`src/rtl/sa_pkg.sv`:
```
// -----------------------------------------------------------------------------
// sa_pkg
// Shared definitions for the systolic-array SRAM address sequencer:
//   - default channel count and SRAM address width
//   - FSM state encoding for sram_addr_gen
//   - lane_lsb(): bit offset of channel c inside a packed per-channel bus
// -----------------------------------------------------------------------------
package sa_pkg;

   localparam int NUM_CH_DEFAULT = 8;
   localparam int ADDR_W_DEFAULT = 10;

   typedef enum logic [1:0] {
      IDLE = 2'd0,
      RUN  = 2'd1,
      DONE = 2'd2
   } state_t;

   // Channel c occupies bits [c*addr_w +: addr_w] of a packed address bus.
   function automatic int lane_lsb(input int c, input int addr_w);
      return c * addr_w;
   endfunction

endpackage

```
`src/rtl/skew_lane.sv`:
```
// -----------------------------------------------------------------------------
// skew_lane
// Per-channel decode for sram_addr_gen. Channel C trails channel 0 by C cycles,
// so it is live while C <= t < C + num_steps_q and reads (base + t - C).
// Ports:
//   run          - sequencer is in RUN; outputs are zero otherwise
//   t            - shared run-time counter
//   num_steps_q  - latched addresses-per-channel
//   w_base_q     - latched weight base address
//   d_base_q     - latched data base address
//   rvalid       - read enable for this channel
//   w_addr       - weight read address (0 when inactive)
//   d_addr       - data read address (0 when inactive)
// -----------------------------------------------------------------------------
module skew_lane
   import sa_pkg::*;
#(
   parameter int C      = 0,
   parameter int ADDR_W = ADDR_W_DEFAULT,
   parameter int STEP_W = 7,
   parameter int T_W    = STEP_W + 1
) (
   input  logic              run,
   input  logic [T_W-1:0]    t,
   input  logic [STEP_W-1:0] num_steps_q,
   input  logic [ADDR_W-1:0] w_base_q,
   input  logic [ADDR_W-1:0] d_base_q,
   output logic              rvalid,
   output logic [ADDR_W-1:0] w_addr,
   output logic [ADDR_W-1:0] d_addr
);

   // One extra bit so C + num_steps_q can never wrap during the window test.
   localparam logic [T_W:0] LANE_START = (T_W+1)'(C);

   logic [T_W:0] lane_end;
   logic         active;

   assign lane_end = LANE_START + (T_W+1)'(num_steps_q);
   assign active   = run && ({1'b0, t} >= LANE_START) && ({1'b0, t} < lane_end);

   // t >= C whenever the lane is active, so t - C is a true non-negative
   // offset; adding it in ADDR_W bits gives the intended silent wrap.
   always_comb begin
      rvalid = 1'b0;
      w_addr = '0;
      d_addr = '0;
      if (active) begin
         rvalid = 1'b1;
         w_addr = w_base_q + ADDR_W'(t - T_W'(C));
         d_addr = d_base_q + ADDR_W'(t - T_W'(C));
      end
   end

endmodule

```
`src/rtl/sram_addr_gen.sv`:
```
// -----------------------------------------------------------------------------
// sram_addr_gen
// Read-address sequencer for the systolic array's weight and data SRAM banks.
// A start pulse latches two base addresses and a step count; the block then
// walks a time counter t and emits diagonally skewed per-channel addresses
// (channel c lags channel 0 by c cycles), finishing with a one-cycle done.
// Ports:
//   clk, rst      - clock and synchronous active-high reset
//   start         - run request, honoured only in IDLE or DONE
//   w_base        - weight base address, latched on accepted start
//   d_base        - data base address, latched on accepted start
//   num_steps     - addresses per channel, latched on accepted start
//   stall         - freezes t and all outputs while in RUN
//   busy          - high for every RUN cycle
//   done          - one-cycle completion pulse
//   rvalid        - per-channel read enable
//   sram_raddr_w  - packed weight read addresses, channel c at [c*ADDR_W +: ADDR_W]
//   sram_raddr_d  - packed data read addresses, same packing
// -----------------------------------------------------------------------------
module sram_addr_gen
   import sa_pkg::*;
#(
   parameter int NUM_CH = NUM_CH_DEFAULT,
   parameter int ADDR_W = ADDR_W_DEFAULT,
   parameter int STEP_W = 7
) (
   input  logic                     clk,
   input  logic                     rst,
   input  logic                     start,
   input  logic [ADDR_W-1:0]        w_base,
   input  logic [ADDR_W-1:0]        d_base,
   input  logic [STEP_W-1:0]        num_steps,
   input  logic                     stall,
   output logic                     busy,
   output logic                     done,
   output logic [NUM_CH-1:0]        rvalid,
   output logic [NUM_CH*ADDR_W-1:0] sram_raddr_w,
   output logic [NUM_CH*ADDR_W-1:0] sram_raddr_d
);

   // Wide enough for num_steps + NUM_CH - 2 at its largest, with margin.
   localparam int T_W = STEP_W + $clog2(NUM_CH) + 1;

   state_t            state;
   logic [T_W-1:0]    t;
   logic [T_W-1:0]    last_t;
   logic [ADDR_W-1:0] w_base_q;
   logic [ADDR_W-1:0] d_base_q;
   logic [STEP_W-1:0] num_steps_q;
   logic              run;

   // Final RUN cycle: the last channel issues its last address at
   // t = (NUM_CH-1) + (num_steps-1). num_steps_q is nonzero in RUN.
   assign last_t = T_W'(num_steps_q) + T_W'(NUM_CH) - T_W'(2);
   assign run    = (state == RUN);

   // Sequencer FSM. DONE accepts start exactly like IDLE so runs can be
   // chained without a bubble; a zero-length request goes straight to DONE.
   // A stalled RUN cycle makes no assignment, so every register holds.
   always_ff @(posedge clk) begin
      if (rst) begin
         state       <= IDLE;
         t           <= '0;
         w_base_q    <= '0;
         d_base_q    <= '0;
         num_steps_q <= '0;
         busy        <= 1'b0;
         done        <= 1'b0;
      end else begin
         case (state)
            IDLE, DONE: begin
               if (start) begin
                  w_base_q    <= w_base;
                  d_base_q    <= d_base;
                  num_steps_q <= num_steps;
                  t           <= '0;
                  if (num_steps != '0) begin
                     state <= RUN;
                     busy  <= 1'b1;
                     done  <= 1'b0;
                  end else begin
                     state <= DONE;
                     busy  <= 1'b0;
                     done  <= 1'b1;
                  end
               end else begin
                  state <= IDLE;
                  busy  <= 1'b0;
                  done  <= 1'b0;
               end
            end
            RUN: begin
               if (!stall) begin
                  if (t == last_t) begin
                     state <= DONE;
                     busy  <= 1'b0;
                     done  <= 1'b1;
                  end else begin
                     t <= t + T_W'(1);
                  end
               end
            end
            default: begin
               state <= IDLE;
               busy  <= 1'b0;
               done  <= 1'b0;
            end
         endcase
      end
   end

   // One decode lane per channel, each knowing its own skew C.
   for (genvar c = 0; c < NUM_CH; c++) begin : g_lane
      logic              lane_rvalid;
      logic [ADDR_W-1:0] lane_w_addr;
      logic [ADDR_W-1:0] lane_d_addr;

      skew_lane #(
         .C      (c),
         .ADDR_W (ADDR_W),
         .STEP_W (STEP_W),
         .T_W    (T_W)
      ) u_lane (
         .run         (run),
         .t           (t),
         .num_steps_q (num_steps_q),
         .w_base_q    (w_base_q),
         .d_base_q    (d_base_q),
         .rvalid      (lane_rvalid),
         .w_addr      (lane_w_addr),
         .d_addr      (lane_d_addr)
      );

      assign rvalid[c]                                     = lane_rvalid;
      assign sram_raddr_w[lane_lsb(c, ADDR_W) +: ADDR_W]   = lane_w_addr;
      assign sram_raddr_d[lane_lsb(c, ADDR_W) +: ADDR_W]   = lane_d_addr;
   end

endmodule

```
`config.mk`:
```
export PLATFORM = sky130hd
export DESIGN_NAME = sram_addr_gen
export DESIGN_NICKNAME = d
export VERILOG_FILES = /design/src/rtl/sa_pkg.sv /design/src/rtl/skew_lane.sv /design/src/rtl/sram_addr_gen.sv
export SDC_FILE = /design/constraint.sdc
export NUM_CORES = 1
export LEC_CHECK = 0
export BUFFER_PORTS_ARGS = -buffer_cell sky130_fd_sc_hd__clkbuf_2
export CAP_MARGIN = 20
export CORE_ASPECT_RATIO = 1.2
export CORE_UTILIZATION = 58
export CTS_CLUSTER_SIZE = 40
export DETAILED_ROUTE_END_ITERATION = 8
export PLACE_DENSITY_LB_ADDON = 0.25
export SLEW_MARGIN = 20
export SYNTH_ARGS = -nofsm -noshare
export SYNTH_HDL_FRONTEND = slang
export SYNTH_SLANG_ARGS = --single-unit
export TNS_END_PERCENT = 1
```
`constraint.sdc`:
```
create_clock -name clk -period 6.15 [get_ports clk]
set_clock_uncertainty 0.1 [all_clocks]
set_input_delay 0.3075 -clock clk [delete_from_list [all_inputs] [get_ports clk]]
set_output_delay 0.3075 -clock clk [all_outputs]
set_load 0.01 [all_outputs]
```
==> results.yml <==
clock_network:
  cts_setup_buffers: 0
  numCtsBuffers: 5
  cts_sinks: 40
  cts_tree: "yes"
  cts_resized: 0
  clk_latency_ns: 0.28
  clk_pin_slew_ns: 0.06
  ctsHoldBuffers: 0
  clockBufferDepth: 2
  htree_levels: 2
  root_buffer: "clkbuf_16"
yosys:
  syn_nets: 1669
  synth_common_cells: "ha_1, nor2_1, nand2_1, xnor2_1, a21oi_1"
  ys_top_cells_by_area: "ha_1, xnor2_1, dfxtp_1, nor2_1, xor2_1"
  syn_inst: 1418
  ys.flop_type: "dfxtp_1"
  netlist_area_um2: 10240
  ys_seq_area_share_pct: 7.822
  yosysWarnings: 0
  yosysMostFrequentCell: "ha_1"
  synth-seq-cells: 40
  synth_top_area_cell: "ha_1"
  synth_top_area_share_pct: 25.91
  avgSynthCellArea_um2: 7.220
  synth.distinct_cells: 56
  ys_async_sr_fraction_pct: 0
  synth_edf_count: 0
run:
  drv_cap: 0
status:
  run_status: "completed"
setup_path:
  r2r_end: "t[9]"
  cpMaxStageDelayCell: "dfxtp_1"
  cp_cell_sequence: "inv_1 > ha_1 > a21boi_0 > nand2_1 > xnor2_1 > ha_1 > or4_1 > o22a_1 > a31oi_1 > xnor2_1 > nor2_1 > clkbuf_2"
  critPathMaxFanout: 19
  reg2reg_slack_ns: 2.54
  path_buf_inv: 2
  crit_family: "compound AO/OA/AOI/OAI gates"
  critPathLaunchType: "flop"
  r2r-start: "num_steps_q[2]"
  cpPeakStageDelay_ns: 0.87
  end_kind: "output port"
  r2r_cells: 10
  cp.required_ns: 5.74
  crit_cells: 12
  path_class: "reg2out"
  crit_arrival_ns: 4.36
grt:
  grt_pass1_vias: 10040
  grt_antenna_before_repair: 0
  grt_pass1_wl_um: 50400
  track_usage_pct: 35.47
  grt_max_degree: 35
  gr-total-overflow: 0
timing:
  period_minus_slack_ns: 4.769
  timing.final.hold_violations: 0
  max_freq_mhz: 209.7
  max_slew.worst_pin.slew_ns: 0.9322
  relSlewSlack_pct: 37.77
  final.period_utilization_pct: 77.54
  setup_viol: 0
  fin_worst_hold_slack_ns: 0.1392
  rsz0062_at_grt: "false"
  report.final.slew_viol_count: 0
  finalSetupTns_ns: 0
die:
  initial_core_util_pct: 60.06
  row_count: 52
  coreArea_um2: 17050
  io_pins: 201
  die_h_um: 147.5
  die_w_um: 123.3
  die_area_um2: 18190
power:
  switching_share_pct: 41.21
  pwr-share-seq_pct: 24.9
  power.leakage_uw: 0.005673
  p_int_uw: 770.5
  p_per_area_nw_per_um2: 113.7
  power_switching_uw: 540.1
  p_comb_share_pct: 51.3
  clkPwrFrac_pct: 23.8
  ir_drop_uv: 163.6
layout:
  utilization_pct: 67.61
  drive_gt1_share_pct: 15.38
  diodes: 0
  area_delta_synth_final_pct: 12.58
  final_nets: 1836
  fillers: 1574
routing:
  firstDrtPassIters: 5
  drc: 0
  wl_um: 32660
  num_vias: 10720
  drtIter0Drc: 684
  wl_per_cell_um: 18.12
  viasPerCell: 5.951
  ant_nets: 0
min_path:
  worst_hold_path.endpoint: "d_base_q[2]"
  min_path_cells: 3
  hold_path.class: "in2reg"
  min_from: "d_base[2]"
placed_design:
  io_buffers: 200
  dp_hpwl_um: 25480
  gp_congestion: 0.9565
==> through the flow <==
stage          instances  total power (uW)  worst slack, ns  cell area [um^2]
3_3_place_gp        1794             980.6            1.874             11350
4_1_cts             1802              1303            1.463             11520
2_1_floorplan       1418             826.6            2.380             10240
5_1_grt             1802              1400            1.117             11520
6_report            1802              1311            1.381             11520
3_5_place_dp        1794             990.7            1.776             11350
==> layout by cell type, fill, tap and decap left out, types with 5 or more instances in the layout <==
cell type / count
a21oi_1: 117
o31ai_1: 6
dfxtp_1: 39
clkbuf_2: 200
o21bai_1: 7
xor2_1: 82
nand2_1: 144
o21ai_0: 76
xnor2_1: 123
ha_1: 212
nor2_1: 210
buf_4: 12
a211oi_1: 21
or4_1: 6
o211ai_1: 9
o22a_1: 5
nor3_1: 34
nor2_2: 9
or3_1: 10
clkbuf_16: 5
fa_1: 8
inv_1: 47
nor2b_1: 22
nand3_1: 21
o21a_1: 11
a31oi_1: 10
nand4_1: 14
a21o_1: 30
nand2b_1: 33
==> area by class of cell <==
cell class | instances | area, um^2 | share of cell area [%]
multi-input cells | 1276 | 8996 | 78.06
repair buffers | 212 | 1091 | 9.467
flip-flops and latches | 40 | 802.0 | 6.959
well taps | 216 | 270.3 | 2.345
inverters | 50 | 187.7 | 1.628
clock buffers | 6 | 138.9 | 1.205
clock inverters | 2 | 38.79 | 0.3366
==> worst max path at each step <==
stage	from	end	slack [ns]
detailed placement	t[1]	sram_raddr_d[19]	1.78
CTS	t[1]	sram_raddr_d[19]	1.46
finish	t[1]	sram_raddr_d[19]	1.38
global route	t[1]	sram_raddr_d[18]	1.12
floorplan	t[2]	sram_raddr_d[19]	2.38
global placement	t[1]	sram_raddr_d[19]	1.87
==> routing by layer <==
metal  track usage [%]  part of all wire, %
met1             41.67                   39
met5                 0                    0
met2             60.22                   47
met3             4.205                  6.6
met4             22.65                  6.9
==> flip-flops by register name (all words and copies together), names as in the netlist <==
register / count
t: 11
d_base_q: 10
w_base_q: 10
num_steps_q: 7
busy: 1
done: 1
==> power by group through the flow <==
stage                     Combinational, uW  Clock (uW)  Sequential, uW
after global placement                  652           0             329
after floorplan                         530           0             296
final                                   672         312             326
after CTS                               666         313             324
after detailed placement                661           0             330
after global routing                    749         326             325
==> cell families (layout without fill, tap and decap cells) <==
kind of cell,after synthesis,count (layout),share of synthesized area [%]
flip-flops,40,40,7.822
AO/OA/AOI/OAI,321,321,19.20
adder cells (fa/ha/maj),220,220,27.47
XOR/XNOR,205,205,17.54
buffers and inverters,102,270,4.327
AND/OR/NAND/NOR,530,530,23.64
==> worst min-delay path: stages <==
cell and delay, ns:
clkbuf_2 0.08, nand2_1 0.04, a21oi_1 0.05
No activity file was read; power rests on OpenSTA's default activity.
